### config.mk
export PLATFORM = sky130hd
export DESIGN_NAME = key_debounce_10ms
export DESIGN_NICKNAME = d
export VERILOG_FILES = /design/src/rtl/key_debounce_10ms.sv
export SDC_FILE = /design/constraint.sdc
export NUM_CORES = 1
export LEC_CHECK = 0
export BUFFER_PORTS_ARGS = -buffer_cell sky130_fd_sc_hd__buf_2
export CORE_MARGIN = 2
export CORE_UTILIZATION = 40
export DETAILED_ROUTE_END_ITERATION = 8
export GPL_ROUTABILITY_DRIVEN = 0
export PLACE_DENSITY = 0.69
export SLEW_MARGIN = 20
export SYNTH_ARGS = -nofsm -noshare
export SYNTH_HDL_FRONTEND = slang
export SYNTH_SLANG_ARGS = --single-unit
export TNS_END_PERCENT = 5
### constraint.sdc
create_clock -name clk -period 3.5 [get_ports clk]
set_input_delay 0.35 -clock clk [delete_from_list [all_inputs] [get_ports clk]]
set_output_delay 0.35 -clock clk [all_outputs]
set_load 0.1 [all_outputs]
### src/rtl/key_debounce_10ms.sv
// Key debouncer paced by a 10 ms tick: 2-FF synchronizers, 4-state debounce FSM, press/release pulses.
// Optional auto-repeat while held is compiled in with `define KEY_REPEAT_EN.
module key_debounce_10ms #(
  parameter int unsigned STABLE_TICKS = 3,
  parameter int unsigned HOLD_TICKS   = 50,
  parameter int unsigned REPEAT_TICKS = 10
) (
  input  logic clk,
  input  logic rst,
  input  logic clk_10ms,
  input  logic key_in,
  output logic key_level,
  output logic key_press,
  output logic key_release
);

  localparam logic [1:0] StIdle        = 2'd0;
  localparam logic [1:0] StPressWait   = 2'd1;
  localparam logic [1:0] StPressed     = 2'd2;
  localparam logic [1:0] StReleaseWait = 2'd3;

  // Out-of-range parameters are clamped to the legal counter ranges.
  localparam logic [3:0] StableLim =
      (STABLE_TICKS < 1) ? 4'd1 : (STABLE_TICKS > 15) ? 4'd15 : 4'(STABLE_TICKS);
  localparam logic [7:0] HoldLim =
      (HOLD_TICKS < 1) ? 8'd1 : (HOLD_TICKS > 255) ? 8'd255 : 8'(HOLD_TICKS);
  localparam logic [7:0] RepLim =
      (REPEAT_TICKS < 1) ? 8'd1 : (REPEAT_TICKS > 255) ? 8'd255 : 8'(REPEAT_TICKS);

  logic       key_meta_q, key_sync_q;
  logic       clk_meta_q, clk_sync_q, clk_prev_q;
  logic       tick;

  logic [1:0] state_q, state_d;
  logic [3:0] stable_cnt_q, stable_cnt_d;
  logic [3:0] stable_inc;
  logic       key_level_q, key_level_d;
  logic       key_press_q, key_press_d;
  logic       key_release_q, key_release_d;
  logic       press_evt;

  assign tick       = clk_sync_q & ~clk_prev_q;
  assign stable_inc = (stable_cnt_q == 4'hF) ? stable_cnt_q : stable_cnt_q + 4'd1;

  always_ff @(posedge clk) begin
    if (rst) begin
      key_meta_q <= 1'b0;
      key_sync_q <= 1'b0;
      clk_meta_q <= 1'b0;
      clk_sync_q <= 1'b0;
      clk_prev_q <= 1'b0;
    end else begin
      key_meta_q <= key_in;
      key_sync_q <= key_meta_q;
      clk_meta_q <= clk_10ms;
      clk_sync_q <= clk_meta_q;
      clk_prev_q <= clk_sync_q;
    end
  end

  // Debounce FSM; everything holds between ticks so pulses drop to 0 by default.
  always_comb begin
    state_d       = state_q;
    stable_cnt_d  = stable_cnt_q;
    key_level_d   = key_level_q;
    press_evt     = 1'b0;
    key_release_d = 1'b0;
    if (tick) begin
      unique case (state_q)
        StIdle: begin
          if (key_sync_q) begin
            if (StableLim == 4'd1) begin
              state_d      = StPressed;
              stable_cnt_d = 4'd0;
              key_level_d  = 1'b1;
              press_evt    = 1'b1;
            end else begin
              state_d      = StPressWait;
              stable_cnt_d = 4'd1;
            end
          end
        end
        StPressWait: begin
          if (key_sync_q) begin
            if (stable_inc >= StableLim) begin
              state_d      = StPressed;
              stable_cnt_d = 4'd0;
              key_level_d  = 1'b1;
              press_evt    = 1'b1;
            end else begin
              stable_cnt_d = stable_inc;
            end
          end else begin
            state_d      = StIdle;
            stable_cnt_d = 4'd0;
          end
        end
        StPressed: begin
          if (!key_sync_q) begin
            if (StableLim == 4'd1) begin
              state_d       = StIdle;
              stable_cnt_d  = 4'd0;
              key_level_d   = 1'b0;
              key_release_d = 1'b1;
            end else begin
              state_d      = StReleaseWait;
              stable_cnt_d = 4'd1;
            end
          end
        end
        StReleaseWait: begin
          if (!key_sync_q) begin
            if (stable_inc >= StableLim) begin
              state_d       = StIdle;
              stable_cnt_d  = 4'd0;
              key_level_d   = 1'b0;
              key_release_d = 1'b1;
            end else begin
              stable_cnt_d = stable_inc;
            end
          end else begin
            // Bounce back to pressed: no new press pulse, hold timing continues.
            state_d      = StPressed;
            stable_cnt_d = 4'd0;
          end
        end
        default: begin
          state_d      = StIdle;
          stable_cnt_d = 4'd0;
          key_level_d  = 1'b0;
        end
      endcase
    end
  end

`ifdef KEY_REPEAT_EN
  logic [7:0] hold_cnt_q, hold_cnt_d;
  logic [7:0] hold_inc;
  logic       repeating_q, repeating_d;
  logic       repeat_evt;

  assign hold_inc = (hold_cnt_q == 8'hFF) ? hold_cnt_q : hold_cnt_q + 8'd1;

  // One counter serves both the initial hold delay and the repeat interval.
  always_comb begin
    hold_cnt_d  = hold_cnt_q;
    repeating_d = repeating_q;
    repeat_evt  = 1'b0;
    if ((state_q == StIdle) || (state_q == StPressWait)) begin
      hold_cnt_d  = 8'd0;
      repeating_d = 1'b0;
    end else if (tick && (state_d != StIdle)) begin
      if (!repeating_q) begin
        if (hold_inc >= HoldLim) begin
          hold_cnt_d  = 8'd0;
          repeating_d = 1'b1;
          repeat_evt  = 1'b1;
        end else begin
          hold_cnt_d = hold_inc;
        end
      end else begin
        if (hold_inc >= RepLim) begin
          hold_cnt_d = 8'd0;
          repeat_evt = 1'b1;
        end else begin
          hold_cnt_d = hold_inc;
        end
      end
    end
  end

  always_ff @(posedge clk) begin
    if (rst) begin
      hold_cnt_q  <= 8'd0;
      repeating_q <= 1'b0;
    end else begin
      hold_cnt_q  <= hold_cnt_d;
      repeating_q <= repeating_d;
    end
  end

  assign key_press_d = (press_evt | repeat_evt) & ~key_release_d;
`else
  logic unused_cfg;
  assign unused_cfg  = ^{HoldLim, RepLim};
  assign key_press_d = press_evt;
`endif

  always_ff @(posedge clk) begin
    if (rst) begin
      state_q       <= StIdle;
      stable_cnt_q  <= 4'd0;
      key_level_q   <= 1'b0;
      key_press_q   <= 1'b0;
      key_release_q <= 1'b0;
    end else begin
      state_q       <= state_d;
      stable_cnt_q  <= stable_cnt_d;
      key_level_q   <= key_level_d;
      key_press_q   <= key_press_d;
      key_release_q <= key_release_d;
    end
  end

  assign key_level   = key_level_q;
  assign key_press   = key_press_q;
  assign key_release = key_release_q;

endmodule

After elaboration in Yosys (flattened, before gate mapping):

Cells that the tools add are included.

* bits in registers: 14
* input bits: 4
* output and inout port bits: 3
* logic and storage cells: 57

* add/subtract/negate cells: 1
* order comparisons: 1
* equality and inequality tests: 12
* muxes and demuxes: 20
* bitwise logic cells: 6
* reductions and logical operators: 7

Operators with widths (count)
* 2-to-1 mux 4 bit: 6
* one-hot mux 4 bit (4 select lines): 1
* 2-to-1 mux 2 bit: 6
* != test 2 bit, second input constant: 6
* one-hot mux 2 bit (4 select lines): 1
* OR reduction 4 bit: 2
* != test 3 bit, second input constant: 2
* AND reduction 6 bit: 1
* 2-to-1 mux 1 bit: 5
* inverter 1 bit: 5
* AND reduction 5 bit: 1
* adder 4 x 1 -> 4 bit, second input constant: 1
* == test 2 bit, second input constant: 2
* == test 4 bit, second input constant: 1
* >= comparator 4 x 2 -> 1 bit, second input constant: 1
* AND reduction 3 bit: 1
* == test 2 x 1 -> 1 bit, second input constant: 1
* logical NOT 2 bit: 1
* one-hot mux 1 bit (2 select lines): 1
* nonzero test 2 bit: 1
* bitwise AND 1 bit: 1

Longest topological paths before layout:

Gate-level depths: netlist (run 1).

* depth after elaboration: 6
* gate-level depth with buffers: 5
* gate-level depth less buffers: 5

Least setup slack after synthesis (run 1):

Ideal clock, no wire load.

* path type: register to register
* from: register, netlist name key_level
* to: register key_level_q (netlist: key_level)
* library setup time: 0.095 ns
* arrival: 1.334 ns
* data required time: 3.405 ns
* setup slack: 2.070 ns
* stages on the path, launching flop included: 3
* buffers on the path: 0
* clock period less this slack: 1.430 ns
* cells stage by stage: dfxtp_1 > o311ai_0 > o311ai_1

RTL lines
* to (signal assigned): line 199 `key_level_q <= key_level_d;`
* to (decl): line 37 `logic key_level_q, key_level_d;`

Worst setup path in the final report (run 1):

* from: register key_level_q (netlist: key_level)
* to: output key_level

RTL lines
* to (decl): line 12 `output logic key_level,`

No word-level cell between the ends.

==> results of run 1 <==
worst register-to-register path, stage by stage (launching register included):
cell and delay, ns:
dfxtp_1 0.34, ha_1 0.32, a21oi_2 0.23, a21o_1 0.22, mux2i_1 0.19
state kept, by name, indices dropped and copies added, names as in the netlist, named ones only:
name          flops
key_press         1
clk_meta_q        1
key_meta_q        1
key_sync_q        1
key_release       1
clk_prev_q        1
stable_cnt_q      4
key_level         1
clk_sync_q        1
state_q           1
routing by layer:
| metal | track usage | vias to the layer above | wire length, µm |
|---|---|---|---|
| li1 | - | 227 | - |
| met1 | 0.138 | 205 | 449 |
| met2 | 0.185 | 5 | 428 |
| met3 | 0.0638 | 2 | 35 |
| met4 | 0.0545 | 0 | 9 |
| met5 | 0 | - | 0 |
final cells by class:
type                            instances  area share
Tap cell                               16      0.0294
Sequential cell                        14       0.411
Multi-Input combinational cell         42       0.446
Inverter                                3      0.0165
Clock buffer                            4      0.0532
Timing Repair Buffer                    6      0.0440
per-stage QoR:
step | std cells | total power, µW | setup WS (ns)
after floorplan | 60 | 197 | 2.07
after global placement | 81 | 202 | 2.17
after detailed placement | 81 | 202 | 2.14
after CTS | 85 | 317 | 2.08
after global routing | 85 | 326 | 2.03
final | 85 | 312 | 2.10
kinds of logic (layout without fill, tap and decap cells):
group,after synthesis,after routing,synth area share
and+or+nand+nor,27,27,0.244
xor gates and xnor gates,2,2,0.0407
AOI/OAI and AO/OA,11,11,0.173
buffers and inverters,4,13,0.0508
DFF,14,14,0.455
muxes,1,1,0.0163
adders and majority gates,1,1,0.0203
cell usage after synthesis (2+ instances only):
master   instances  area (µm²)
nand4_1          2        12.5
inv_1            3        11.3
nor2b_1          6        37.5
nand3_1          5        25.0
and2_1           3        18.8
nand2_1          4        15.0
dfxtp_1         14         280
how the worst max path moves through the flow:
stage                                       startpoint  slack [ns]                            to  cells after the start
after global placement    stable_cnt_q[0]$_SDFFE_PP0P_        2.17  stable_cnt_q[0]$_SDFFE_PP0P_                      4
after global routing      stable_cnt_q[0]$_SDFFE_PP0P_        2.03  stable_cnt_q[0]$_SDFFE_PP0P_                      4
after detailed placement  stable_cnt_q[0]$_SDFFE_PP0P_        2.14                          flop                      5
final                           key_level$_SDFFE_PP0P_        2.10                     key_level                      1
after floorplan                 key_level$_SDFFE_PP0P_        2.07        key_level$_SDFFE_PP0P_                      2
after CTS                       key_level$_SDFFE_PP0P_        2.08                     key_level                      1
where the power goes:
group / leakage (µW) / switching, µW / internal (µW) / total, µW
Combinational: 0.000128 / 22.6 / 8.01 / 30.6
Sequential: 0.000114 / 2.92 / 164 / 167
Clock: 0.0000210 / 51.3 / 63.2 / 114
Total: 0.000263 / 76.7 / 235 / 312
==> run metrics, run 1 <==
status finished clean; Main synth FF type dfxtp_1; initial antenna violation count 0; DR vias/cell 5.16; R2R Setup Slk 2.14 ns; TNS Setup 0 ns; r2r startpoint stable_cnt_q[0]$_SDFFE_PP0P_; final core occ 0.463; Crit path required time 3.15 ns; TritonCTS Buffers 3; total track usage 0.121; Sink Count 14; drt first pass iters 2; Post-CTS Repair Setup Buffers 0; final instance area 682 µm²; clk root buf clkbuf_4; Remaining DRCs 0; area grow syn2layout 10.8%; Post-DRT Antenna Nets 0; Max stage delay on crit path 0.43 ns; max-slew violations 0; hold_sp key_in; Worst Tran Pin Value 0.483 ns; critical path data arrival time 1.05 ns; sequential-to-total area share from yosys stat 0.455; Yosys Warn Count 0; final hold violation count 0; CTS tree done; CP Max Fanout 3; core area 0.00147 mm²; synth unique cells 30; wire length per cell 10.9 µm; worst rel slew slack 0.680; hold_buf cts 0; die area 0.00187 mm²; hold slack 0.281 ns; Min-Delay Path Class primary input to flop; EDFF count, synth 0; final period utilization 0.401; CP Capture Type output port; fraction of layout cells with a size suffix above 1 0.246; Fmax 713 MHz; boundary pin count 7; mapped cell area 616 µm²; Crit path max-delay family buffers and inverters; syn avg cell area 10.3 µm²; pwr/cell area 457 mW/mm²; initial DRC count 1; Pleak 0.000263 µW; reg2reg path depth 4; Nets 75; worst skew pair latency 0.28 ns; critical path class flop to output port; number of global-route vias before repair 400; Register Area 280 µm²; commonest non-fill, non-tap cell in the layout dfxtp_1; post-route minimum period 1.40 ns; Die Span X 43.2 µm; FF+latch count, synth 14; CTS max path bufs 2; via count 439; final WL 923 µm; maxcap violations 0; multi-input combinational cell area 304 µm²; skew final 0.00270 ns; syn nets 65; clk slew on worst S/H paths 0.08 ns; first-pass GRT wire length 1640 µm; largest net degree at the start of global routing 13; Detail Placement HPWL 718 µm; total placed instance area 646 µm²; crit-path cells buf_2; final setup fails 0; Worst setup SP type flop; Max VDD drop 0.000265 V; GR Overflow Total 0; hold depth 2; Cells after Synth 60; die height 43.2 µm; initial core utilization 0.418; FP Rows 14; fill cell count 145; RSZ-0062 raised after global routing no; critical path's slowest cell buf_2; PostCTS Resize Cnt 0; H-tree Lvls 1; ant diodes 0; Async S/R FF share, synth 0; CP Buf/Inv Count 1; most frequent cells in the layout dfxtp_1, nor2b_1, buf_2; Worst Hold End key_meta_q$_SDFF_PP0_; Port Buffer Count 6
Power figures use the tool's default switching activity.
==> run 2: changes to the inputs <==
- PLACE_DENSITY: 0.69 -> 0.71
- clock period: 3.5 -> 1.1 ns (I/O delays scaled with it)
==> run 2 against run 1 <==
Against the previous run:
- the run now ends with negative setup slack left
- flip-flop and latch count unchanged
- utilization grew 8.7 points
- final cell count grew 9.4%
- first-iteration DRC count increased to 12 times the previous value
- hold slack worse by 0.25 ns
- total power grew to 3.0 times the previous value
- critical path depth rose by 4
- die area unchanged
- count of clock-buffer cells in the layout is 1 lower
- clock skew fell by 0.0013 ns
- design area up 19%
- global-route usage up 1.5 points
==> run metrics, run 2 (synthesis gave the netlist of run 1 again) <==
status complete, but fails checks; failing checks negative setup slack; switching pwr 248 µW (+220%); CTS tree done; TNS Setup -1.12 ns (-1.12 ns); setup ws final -0.210 ns (-2.31 ns); largest net degree at the start of global routing 13 (unchanged); Post-CTS Repair Setup Buffers 0 (unchanged); die height 43.2 µm (unchanged); Port Buffer Count 6 (unchanged); Die Span X 43.2 µm (unchanged); final period utilization 1.19; initial antenna violation count 0 (unchanged); wire length per cell 11.8 µm (+8.7%); Worst Tran Pin Value 0.306 ns (-0.177 ns); worst skew pair latency 0.28 ns (about the same); number of global-route vias before repair 447 (+12%); CP Max Fanout 4 (+1); TritonCTS Buffers 3 (unchanged); core area 0.00147 mm² (unchanged); Crit. Startpoint stable_cnt_q[0]$_SDFFE_PP0P_; CTS max path bufs 2 (unchanged); GR Overflow Total 0 (unchanged); initial DRC count 12 (+11); Post-DRT Antenna Nets 0 (unchanged); Min-Delay Path Class primary input to flop; switch share 0.261 (+0.0150); crit-path cells ha_4, or2_1, o21ai_2, a21o_1, mux2i_1; final WL 1100 µm (+19%); final core occ 0.550 (+0.0867); area grow syn2layout 31.5%; clk root buf clkbuf_4; critical path data arrival time 1.53 ns (+0.48 ns); clock power share 0.303 (-0.064); Pint 701 µW (+200%); Register Area 284 µm² (+1.3%); pwr/cell area 1170 mW/mm² (+160%); Crit path required time 1.32 ns (-1.83 ns); most frequent cells in the layout dfxtp_1, buf_4, nor2b_1; critical path's slowest cell dfxtp_2; Biggest register stable_cnt_q; drt first pass iters 5 (+3); Fmax 763 MHz; critical path class flop to flop; commonest non-fill, non-tap cell in the layout dfxtp_1; skew final 0.00141 ns (-0.00129 ns); max-slew violations 0 (unchanged); r2r startpoint stable_cnt_q[0]$_SDFFE_PP0P_; H-tree Lvls 1 (unchanged); Gate power share 0.134 (+0.036); worst rel slew slack 0.793 (+0.113); hold_sp key_in; maxcap violations 0 (unchanged); first-pass GRT wire length 1840 µm (+12%); Detail Placement HPWL 905 µm (+26%); total track usage 0.136 (+0.0152); via count 474 (+8.0%); Max stage delay on crit path 0.35 ns (-0.08 ns); die area 0.00187 mm² (unchanged); boundary pin count 7 (unchanged); Max VDD drop 0.000786 V (+200%); CP Capture Type flop; Remaining DRCs 0 (unchanged); Nets 84 (+12%); FP Rows 14 (unchanged); RSZ-0062 raised after global routing yes; Sink Count 14 (unchanged); clk slew on worst S/H paths 0.08 ns (about the same); post-route minimum period 1.31 ns; Placed Cells 90 (+11%); DR vias/cell 5.10 (-1.3%); final setup fails 7 (+7); initial core utilization 0.418 (unchanged); Pleak 0.000312 µW (+19%); max reg flops 4 (unchanged); Placement Setup Slack -0.187 ns (-2.33 ns); Non-Filler Instances 93 (+9.4%); fraction of layout cells with a size suffix above 1 0.377 (+0.130); Seq pwr share 0.564 (+0.029); multi-input combinational cell area 329 µm² (+8.2%); final hold violation count 0 (unchanged); Worst setup SP type flop; ant diodes 0 (unchanged); fill cell count 136 (-6.2%)
[run 2: cell count changes in the layout (fill, tap and decap cells not counted), moves of 3 or more]
cell     before  now
dfxtp_2       0    3
dfxtp_1      14   11
buf_2         6    3
buf_4         0    9
buf_12        0    3
[run 2: power by group through the flow]
stage	clock network, µW	registers [µW]	logic [µW]
2_1_floorplan	0	587	43.9
3_3_place_gp	0	547	124
3_5_place_dp	0	547	126
4_1_cts	290	535	126
5_1_grt	313	537	134
6_report	287	535	127
[run 2: cell type report]
class / instances / share of cell area
well taps: 16 / 0.0247
clock buffers: 3 / 0.0278
inverters: 3 / 0.0139
repair buffers: 15 / 0.176
multi-input cells: 42 / 0.406
flip-flops and latches: 14 / 0.351
[run 2: worst paths after layout]
path                      endpoint  slack (ns)  cells past startpoint
max                           flop       -0.21                      5
min          key_meta_q$_SDFF_PP0_        0.04                      2
max reg2reg                   flop       -0.21                      5
min reg2reg  key_sync_q$_SDFF_PP0_        0.44                      1
[run 2: what timing repair did]
item                       CTS  global route
setup endpoints to repair    7             9
pin swaps                    0             1
hold buffers                 0             0
resized for setup            1             1
[run 2: through the flow]
step / power (µW) / instance area [µm²] / hold slack (ns)
2_1_floorplan: 631 / 639 / 0.238
3_3_place_gp: 671 / 782 / 0.328
3_5_place_dp: 673 / 782 / 0.331
4_1_cts: 951 / 805 / 0.0422
5_1_grt: 984 / 810 / 0.0325
6_report: 949 / 810 / 0.0354
[run 2: metal layers]
| metal | wire length, µm | GRT usage | vias up | share of wire |
|---|---|---|---|---|
| met1 | 485 | 0.155 | 214 | 0.44 |
| met5 | 0 | 0 | - | 0 |
| met3 | 39 | 0.0383 | 3 | 0.036 |
| met4 | 27 | 0.0727 | 0 | 0.025 |
| met2 | 545 | 0.227 | 9 | 0.50 |
| li1 | - | - | 248 | - |
[run 2: worst max-delay path: cells and delay by family (launching register included)]
kind | cells | cell delay [ns]
multiplexers | 1 | 0.19
adder cells (fa/ha/maj) | 1 | 0.17
flip-flops | 1 | 0.35
AO/OA/AOI/OAI | 2 | 0.32
AND/OR/NAND/NOR | 1 | 0.21
